`src/rtl/swm_tx_packer.sv`:
```
// swm_tx_packer: Avalon-ST to SerialLite III TX gearbox, N sink words per beat.
// Optional error_tx event counter enabled by `define SWM_TX_ERR_CNT_EN.
module swm_tx_packer #(
  parameter int IN_WIDTH   = 32,
  parameter int OUT_WIDTH  = 256,
  parameter int SYNC_VALUE = 4
) (
  input  logic                 clk_in_clk,
  input  logic                 reset_in_rst,
  input  logic [IN_WIDTH-1:0]  avalonst_sink_data,
  input  logic                 avalonst_sink_valid,
  input  logic                 avalonst_sink_startofpacket,
  input  logic                 avalonst_sink_endofpacket,
  output logic                 avalonst_sink_ready,
  output logic [OUT_WIDTH-1:0] data_tx,
  output logic                 valid_tx,
  output logic                 start_of_burst_tx,
  output logic                 end_of_burst_tx,
  input  logic [3:0]           error_tx,
  output logic [7:0]           sync_tx,
  input  logic                 ready_tx,
  output logic                 protocol_err,
  output logic [15:0]          err_count
);

  localparam int N  = OUT_WIDTH / IN_WIDTH;
  localparam int LW = (N > 1) ? $clog2(N) : 1;

  localparam logic [0:0] IDLE   = 1'b0;
  localparam logic [0:0] IN_PKT = 1'b1;

  generate
    if ((OUT_WIDTH % IN_WIDTH) != 0 || N < 2) begin : g_bad_width
      $error("swm_tx_packer: OUT_WIDTH must be a multiple >= 2 of IN_WIDTH");
    end
  endgenerate

  logic [0:0]           state;
  logic [LW-1:0]        lane;
  logic [OUT_WIDTH-1:0] acc;
  logic                 first_beat;

  logic                 accept;
  logic                 take;
  logic                 last_lane;
  logic                 done;
  logic                 sob_n;
  logic [OUT_WIDTH-1:0] beat;

  assign avalonst_sink_ready = !valid_tx || ready_tx;
  assign sync_tx = 8'(SYNC_VALUE);

  assign accept    = avalonst_sink_valid && avalonst_sink_ready;
  assign take      = accept &&
                     (state == IN_PKT || avalonst_sink_startofpacket);
  assign last_lane = (lane == LW'(N - 1));
  assign done      = take && (last_lane || avalonst_sink_endofpacket);
  assign sob_n     = (state == IDLE) || first_beat;

  always_comb begin
    beat = acc;
    beat[IN_WIDTH*lane +: IN_WIDTH] = avalonst_sink_data;
  end

  always_ff @(posedge clk_in_clk) begin
    if (reset_in_rst) begin
      state        <= IDLE;
      lane         <= '0;
      acc          <= '0;
      first_beat   <= 1'b0;
      protocol_err <= 1'b0;
    end else begin
      unique case (1'b1)
        accept && state == IDLE && !avalonst_sink_startofpacket:
          protocol_err <= 1'b1;
        accept && state == IN_PKT && avalonst_sink_startofpacket:
          protocol_err <= 1'b1;
        default: ;
      endcase
      if (take) begin
        if (done) begin
          acc        <= '0;
          lane       <= '0;
          first_beat <= 1'b0;
          state      <= avalonst_sink_endofpacket ? IDLE : IN_PKT;
        end else begin
          acc        <= beat;
          lane       <= lane + LW'(1);
          first_beat <= sob_n;
          state      <= IN_PKT;
        end
      end
    end
  end

  // A completion can only occur when the output slot is free or draining.
  always_ff @(posedge clk_in_clk) begin
    if (reset_in_rst) begin
      valid_tx          <= 1'b0;
      data_tx           <= '0;
      start_of_burst_tx <= 1'b0;
      end_of_burst_tx   <= 1'b0;
    end else if (done) begin
      valid_tx          <= 1'b1;
      data_tx           <= beat;
      start_of_burst_tx <= sob_n;
      end_of_burst_tx   <= avalonst_sink_endofpacket;
    end else if (valid_tx && ready_tx) begin
      valid_tx          <= 1'b0;
      data_tx           <= '0;
      start_of_burst_tx <= 1'b0;
      end_of_burst_tx   <= 1'b0;
    end
  end

`ifdef SWM_TX_ERR_CNT_EN
  logic [15:0] err_cnt_q;

  always_ff @(posedge clk_in_clk) begin
    if (reset_in_rst) begin
      err_cnt_q <= '0;
    end else if (error_tx != 4'b0 && err_cnt_q != 16'hFFFF) begin
      err_cnt_q <= err_cnt_q + 16'd1;
    end
  end

  assign err_count = err_cnt_q;
`else
  logic unused_err;

  assign unused_err = ^error_tx;
  assign err_count  = '0;
`endif

endmodule
```
`config.mk`:
```
export PLATFORM = sky130hd
export DESIGN_NAME = swm_tx_packer
export DESIGN_NICKNAME = d
export VERILOG_FILES = /design/src/rtl/swm_tx_packer.sv
export SDC_FILE = /design/constraint.sdc
export NUM_CORES = 1
export LEC_CHECK = 0
export CAP_MARGIN = 20
export CORE_ASPECT_RATIO = 1.25
export CORE_MARGIN = 4
export CORE_UTILIZATION = 56
export CTS_CLUSTER_SIZE = 30
export DETAILED_ROUTE_END_ITERATION = 6
export PLACE_DENSITY = 0.9
export SYNTH_ARGS = -nofsm -noshare
export SYNTH_HDL_FRONTEND = slang
export SYNTH_SLANG_ARGS = --single-unit
export TNS_END_PERCENT = 10
```
`constraint.sdc`:
```
create_clock -name clk_in_clk -period 4.05 [get_ports clk_in_clk]
set_clock_uncertainty 0.1 [all_clocks]
set_input_delay 0.81 -clock clk_in_clk [delete_from_list [all_inputs] [get_ports clk_in_clk]]
set_output_delay 0.81 -clock clk_in_clk [all_outputs]
set_load 0.01 [all_outputs]
```
After elaboration in Yosys (flattened, before gate mapping). Cells that the tools add are included.

$add $sub $neg: 2. Equal/unequal tests: 1. Shift-type cells: 2. Mux-type cells: 12. Bitwise gates (word level): 1. Reduce and logical (&&, ||, !) cells: 16.

Operators with widths (count): 2-to-1 mux 256 bit (3); bitwise mux 256 bit (1); variable shift 32 x 34 -> 256 bit, first input constant (1); variable part select 32 x 34 -> 256 bit (1); negator 8 -> 34 bit (1); logical AND 1 bit (8); 2-to-1 mux 1 bit (7); logical OR 1 bit (4); adder 3 x 1 -> 3 bit, second input constant (1); == test 3 bit, second input constant (1); 2-to-1 mux 3 bit (1); logical NOT 1 bit (2); nonzero test 2 bit (1); OR reduction 2 bit (1); NOT 1 bit (1).

Bits in registers: 521. Input bits: 42. Output and inout bits: 285. Logic and storage cells: 43.

Logic depth before layout (Yosys ltp).
Depth in word-level cells: 6. Gate-level depth with buffers: 10. Gate-level depth less buffers: 7.

Least setup slack after synthesis. OpenSTA, ideal clock, no wires.

Path type: register to register. Start point: register lane[1]. End point: register acc[159]. Setup time: 117 ps. Data arrival time: 2331 ps. Required time: 3833 ps. Slack: 1502 ps. Cell stages (with the launch flop): 11. Path buffers: 3. Clock period less this slack: 2548 ps. Cells stage by stage: dfxtp_1 buf_2 inv_1 ha_1 ha_1 inv_2 or4_1 buf_2 a22o_4 buf_6 a22o_1.

Longest elaborated chain between the ends: 4. Elaborated cells on any way between the ends: 8. Those cells by class: add/sub (1); eq/ne (1); shift (2); mux (2); reduce/logical (2).

Ends and longest elaborated chain: start: declaration (line 39) `logic [LW-1:0] lane;`; start signal: assignment (line 88) `lane <= lane + LW'(1);`; negator 8 -> 34 bit or == test 3 bit (tied branches) (line 62, 56); variable part select 32 x 34 -> 256 bit (tied with other cells) (line 62) `beat[IN_WIDTH*lane +: IN_WIDTH] = avalonst_sink_data;`; bitwise mux 256 bit or logical AND 1 bit (tied branches) (line 62, 57); 2-to-1 mux 256 bit (*) (line 81) `if (done) begin`; end signal: assignment (line 87) `acc <= beat;`; end: declaration (line 40) `logic [OUT_WIDTH-1:0] acc;`.

Mark *: on every way between the ends. The rest lies on a longest branch, timed or not. A chain may end at the register's enable or synchronous reset.

Worst setup path after layout.
Start point: register lane[1]. End point: register acc[148].

The elaborated chain is that of the path after synthesis.

==> flow_metrics.tcl <==
set metrics [dict create \
    status "complete, but fails checks" \
    failed_checks "DRC" \
    crit_path_top_delay_cell "or4_1" \
    clk_pin_slew_worst_paths_ps 70 \
    worst_pin_slew_ps 1121 \
    setup_ws_ps 645.3 \
    core_area_sq_mm 0.03350 \
    synth_top_area_share_pct 54.93 \
    synthDistinctLibCells 53 \
    setup_tns_ps 0 \
    areaGrowthSynthToFinish_pct 24.13 \
    insertion_delay_ps 560 \
    layout.nets 2078 \
    vias 16338 \
    portBuffers 298 \
    hold_path_class "reg -> reg" \
    dr.pass1.iters 7 \
    synth_area_leaders "dfxtp_1 (55%), a22o_1 (12%), a22oi_1 (5.4%), o21ai_0 (3.7%), nand2_1 (3.6%)" \
    drt-initial-drc-count 1912 \
    syn_inst 1853 \
    io_pins 327 \
    whs_ps 337.6 \
    async_flop_share_pct 0 \
    gp_congestion 0.8703 \
    cts_sinks 521 \
    yosys.area.top_type "dfxtp_1" \
    crit_path_max_fanout 23 \
    hold_violations 0 \
    fin_crit_sh_pct 84.07 \
    start_util_pct 56.68 \
    die_area_sq_mm 0.03694 \
    max_clock_freq_ghz 0.2937 \
    cts_htree_levels 2 \
    path_cells "inv_1 > ha_1 > ha_1 > inv_2 > or4_1 > buf_4 > nor2_2 > buf_4 > a22o_1" \
    die_y_microns 213.9 \
    routedWlPerCell_microns 24.05 \
    critPathKind "reg -> reg" \
    dpl_worst_slack_ps 574.7 \
    synth_area_per_cell_sq_um 10.25 \
    maxCapViolCount 0 \
    seq_area_sq_mm 0.01043 \
    grt-ovfl-total 0 \
    leakagePower_nw 8.690 \
    crit_path_start_kind "flip-flop" \
    grt_usage_pct 30.47 \
    viasPerCell 6.580 \
    multiInputGateArea_sq_mm 0.007560 \
    slowest_delay_ps 790 \
    cts_setup_buffers 0 \
    crit_family "buffers and inverters" \
    ys.flop_type "dfxtp_1" \
    antenna_found_initial 0 \
    required_ps 4450 \
    cts_resized 0 \
    n_fill_cell 2277 \
    ir_worst_vdd_mv 0.2385 \
    finalCriticalPeriod_ps 3405 \
    syn_area_sq_mm 0.01899 \
    synth_edf_count 0 \
    setup_viol 0 \
    relSlewSlack_pct 25.25 \
    endpoint_kind "flip-flop" \
    grt_pass1_vias 16008 \
    final_layout_size_suffix_gt1_share_pct 7.524 \
    worstPathArrival_ps 3800 \
    routed_wl_mm 59.72 \
    num_antenna_cells 0 \
    path_buf_inv 4 \
    seq_area_frac_synth_pct 54.93 \
    slew_violations 0 \
    drc 1 \
    row_count 75 \
    cts.path.max_buffers 3 \
    grt_pass1_wl_mm 90.94 \
    grt_max_degree 141 \
    die_x_microns 172.7 \
    cts_tree "built" \
    cts_root_buf "clkbuf_16" \
    powerDensity_mw_per_mm2 434.8 \
    holdBufCountCts 0 \
    postRouteAntennaNets 0 \
    synth_seq_cells 521 \
    cts_made_buffers 46 \
    yosysWarnings 0 \
    rsz0062_at_grt "no" \
    place_hpwl_mm 38.01 \
]
-- sequential cells by signal, indices dropped and copies added, names as in the netlist --
name               flops
acc                  256
data_tx              256
lane                   3
end_of_burst_tx        1
first_beat             1
protocol_err           1
start_of_burst_tx      1
state                  1
valid_tx               1
-- layout make-up --
class | count | share of cell area [%]
multi-input cells | 1091 | 32.07
clock buffers | 66 | 5.760
repair buffers | 353 | 14.74
flip-flops and latches | 521 | 44.25
clock inverters | 13 | 0.6795
well taps | 423 | 2.245
inverters | 16 | 0.2548
-- synth_stat cells (3+ instances only) --
cell type	instances
a22oi_1	136
nand2_1	180
buf_6	4
nand2b_1	3
a32o_1	3
nor2b_1	4
o21ai_1	20
a22o_1	257
a221o_1	64
dfxtp_1	521
a221oi_1	24
ha_1	7
nor2_2	3
buf_2	90
and2_1	8
o21ai_0	141
nand3_1	11
clkbuf_1	120
nor3_1	29
inv_1	15
o2bb2ai_1	16
nor2_1	8
and3_1	68
o22ai_2	3
buf_4	27
mux2i_1	22
buf_1	6
a21oi_1	30
-- cells by family (layout without fill, tap and decap cells) --
family / count (synthesis) / after routing / share of synthesized area, %
AOI/OAI and AO/OA: 705 / 705 / 28.42
adders and majority gates: 7 / 7 / 0.4612
buffers and inverters: 263 / 448 / 6.484
DFF: 521 / 521 / 54.93
muxes: 22 / 22 / 1.160
other: 2 / 24 / 0.03955
and+or+nand+nor: 333 / 333 / 8.507
-- worst reg2reg max path: cells and delay by family (launching register included) --
family,cells,cell delay (ps)
buf+inv,4,970
simple gates,2,940
flops,1,580
fa+ha+maj,2,560
compound gates,1,200
-- layout by cell type, fill, tap and decap left out, drive strengths merged, types with 7 or more instances in the layout --
master	instances
o2bb2ai	16
a22oi	136
clkbuf	66
ha	7
and2	8
mux2i	22
a221oi	24
a22o	258
clkdlybuf4s50	297
inv	18
buf	56
dfxtp	521
conb	24
nor3	31
a21oi	30
o21ai	161
a221o	64
nor2	11
nand2	180
nand3	11
and3	68
-- power breakdown --
group / internal, mW / leakage (nW) / switching (mW)
Combinational: 0.168 / 3.76 / 0.441
Clock: 2.52 / 0.732 / 1.92
Sequential: 5.16 / 4.20 / 0.0306
Total: 7.86 / 8.69 / 2.39
-- stage by stage --
stage	util (%)	instance area (sq um)	power, mW	cells
3_5_place_dp	65.74	22020	5.892	2403
2_1_floorplan	-	19070	5.664	1875
4_1_cts	70.27	23540	10.24	2482
3_3_place_gp	65.74	22020	5.874	2403
5_1_grt	70.36	23570	10.48	2483
6_report	70.36	23570	10.25	2483
-- routing by layer --
| layer | global-route usage (%) | share of wire, % |
|---|---|---|
| met3 | 5.907 | 9.0 |
| met5 | 0 | 0 |
| met2 | 51.85 | 48 |
| met1 | 37.04 | 38 |
| met4 | 16.33 | 5.5 |
-- worst paths after layout --
kind,end,slack [ps],cells after the start,startpoint
max,acc[148],650,9,lane[1]
min reg2reg,start_of_burst_tx,340,2,start_of_burst_tx
max reg2reg,acc[148],650,9,lane[1]
min,start_of_burst_tx,340,2,start_of_burst_tx
No activity file was read; power rests on OpenSTA's default activity.
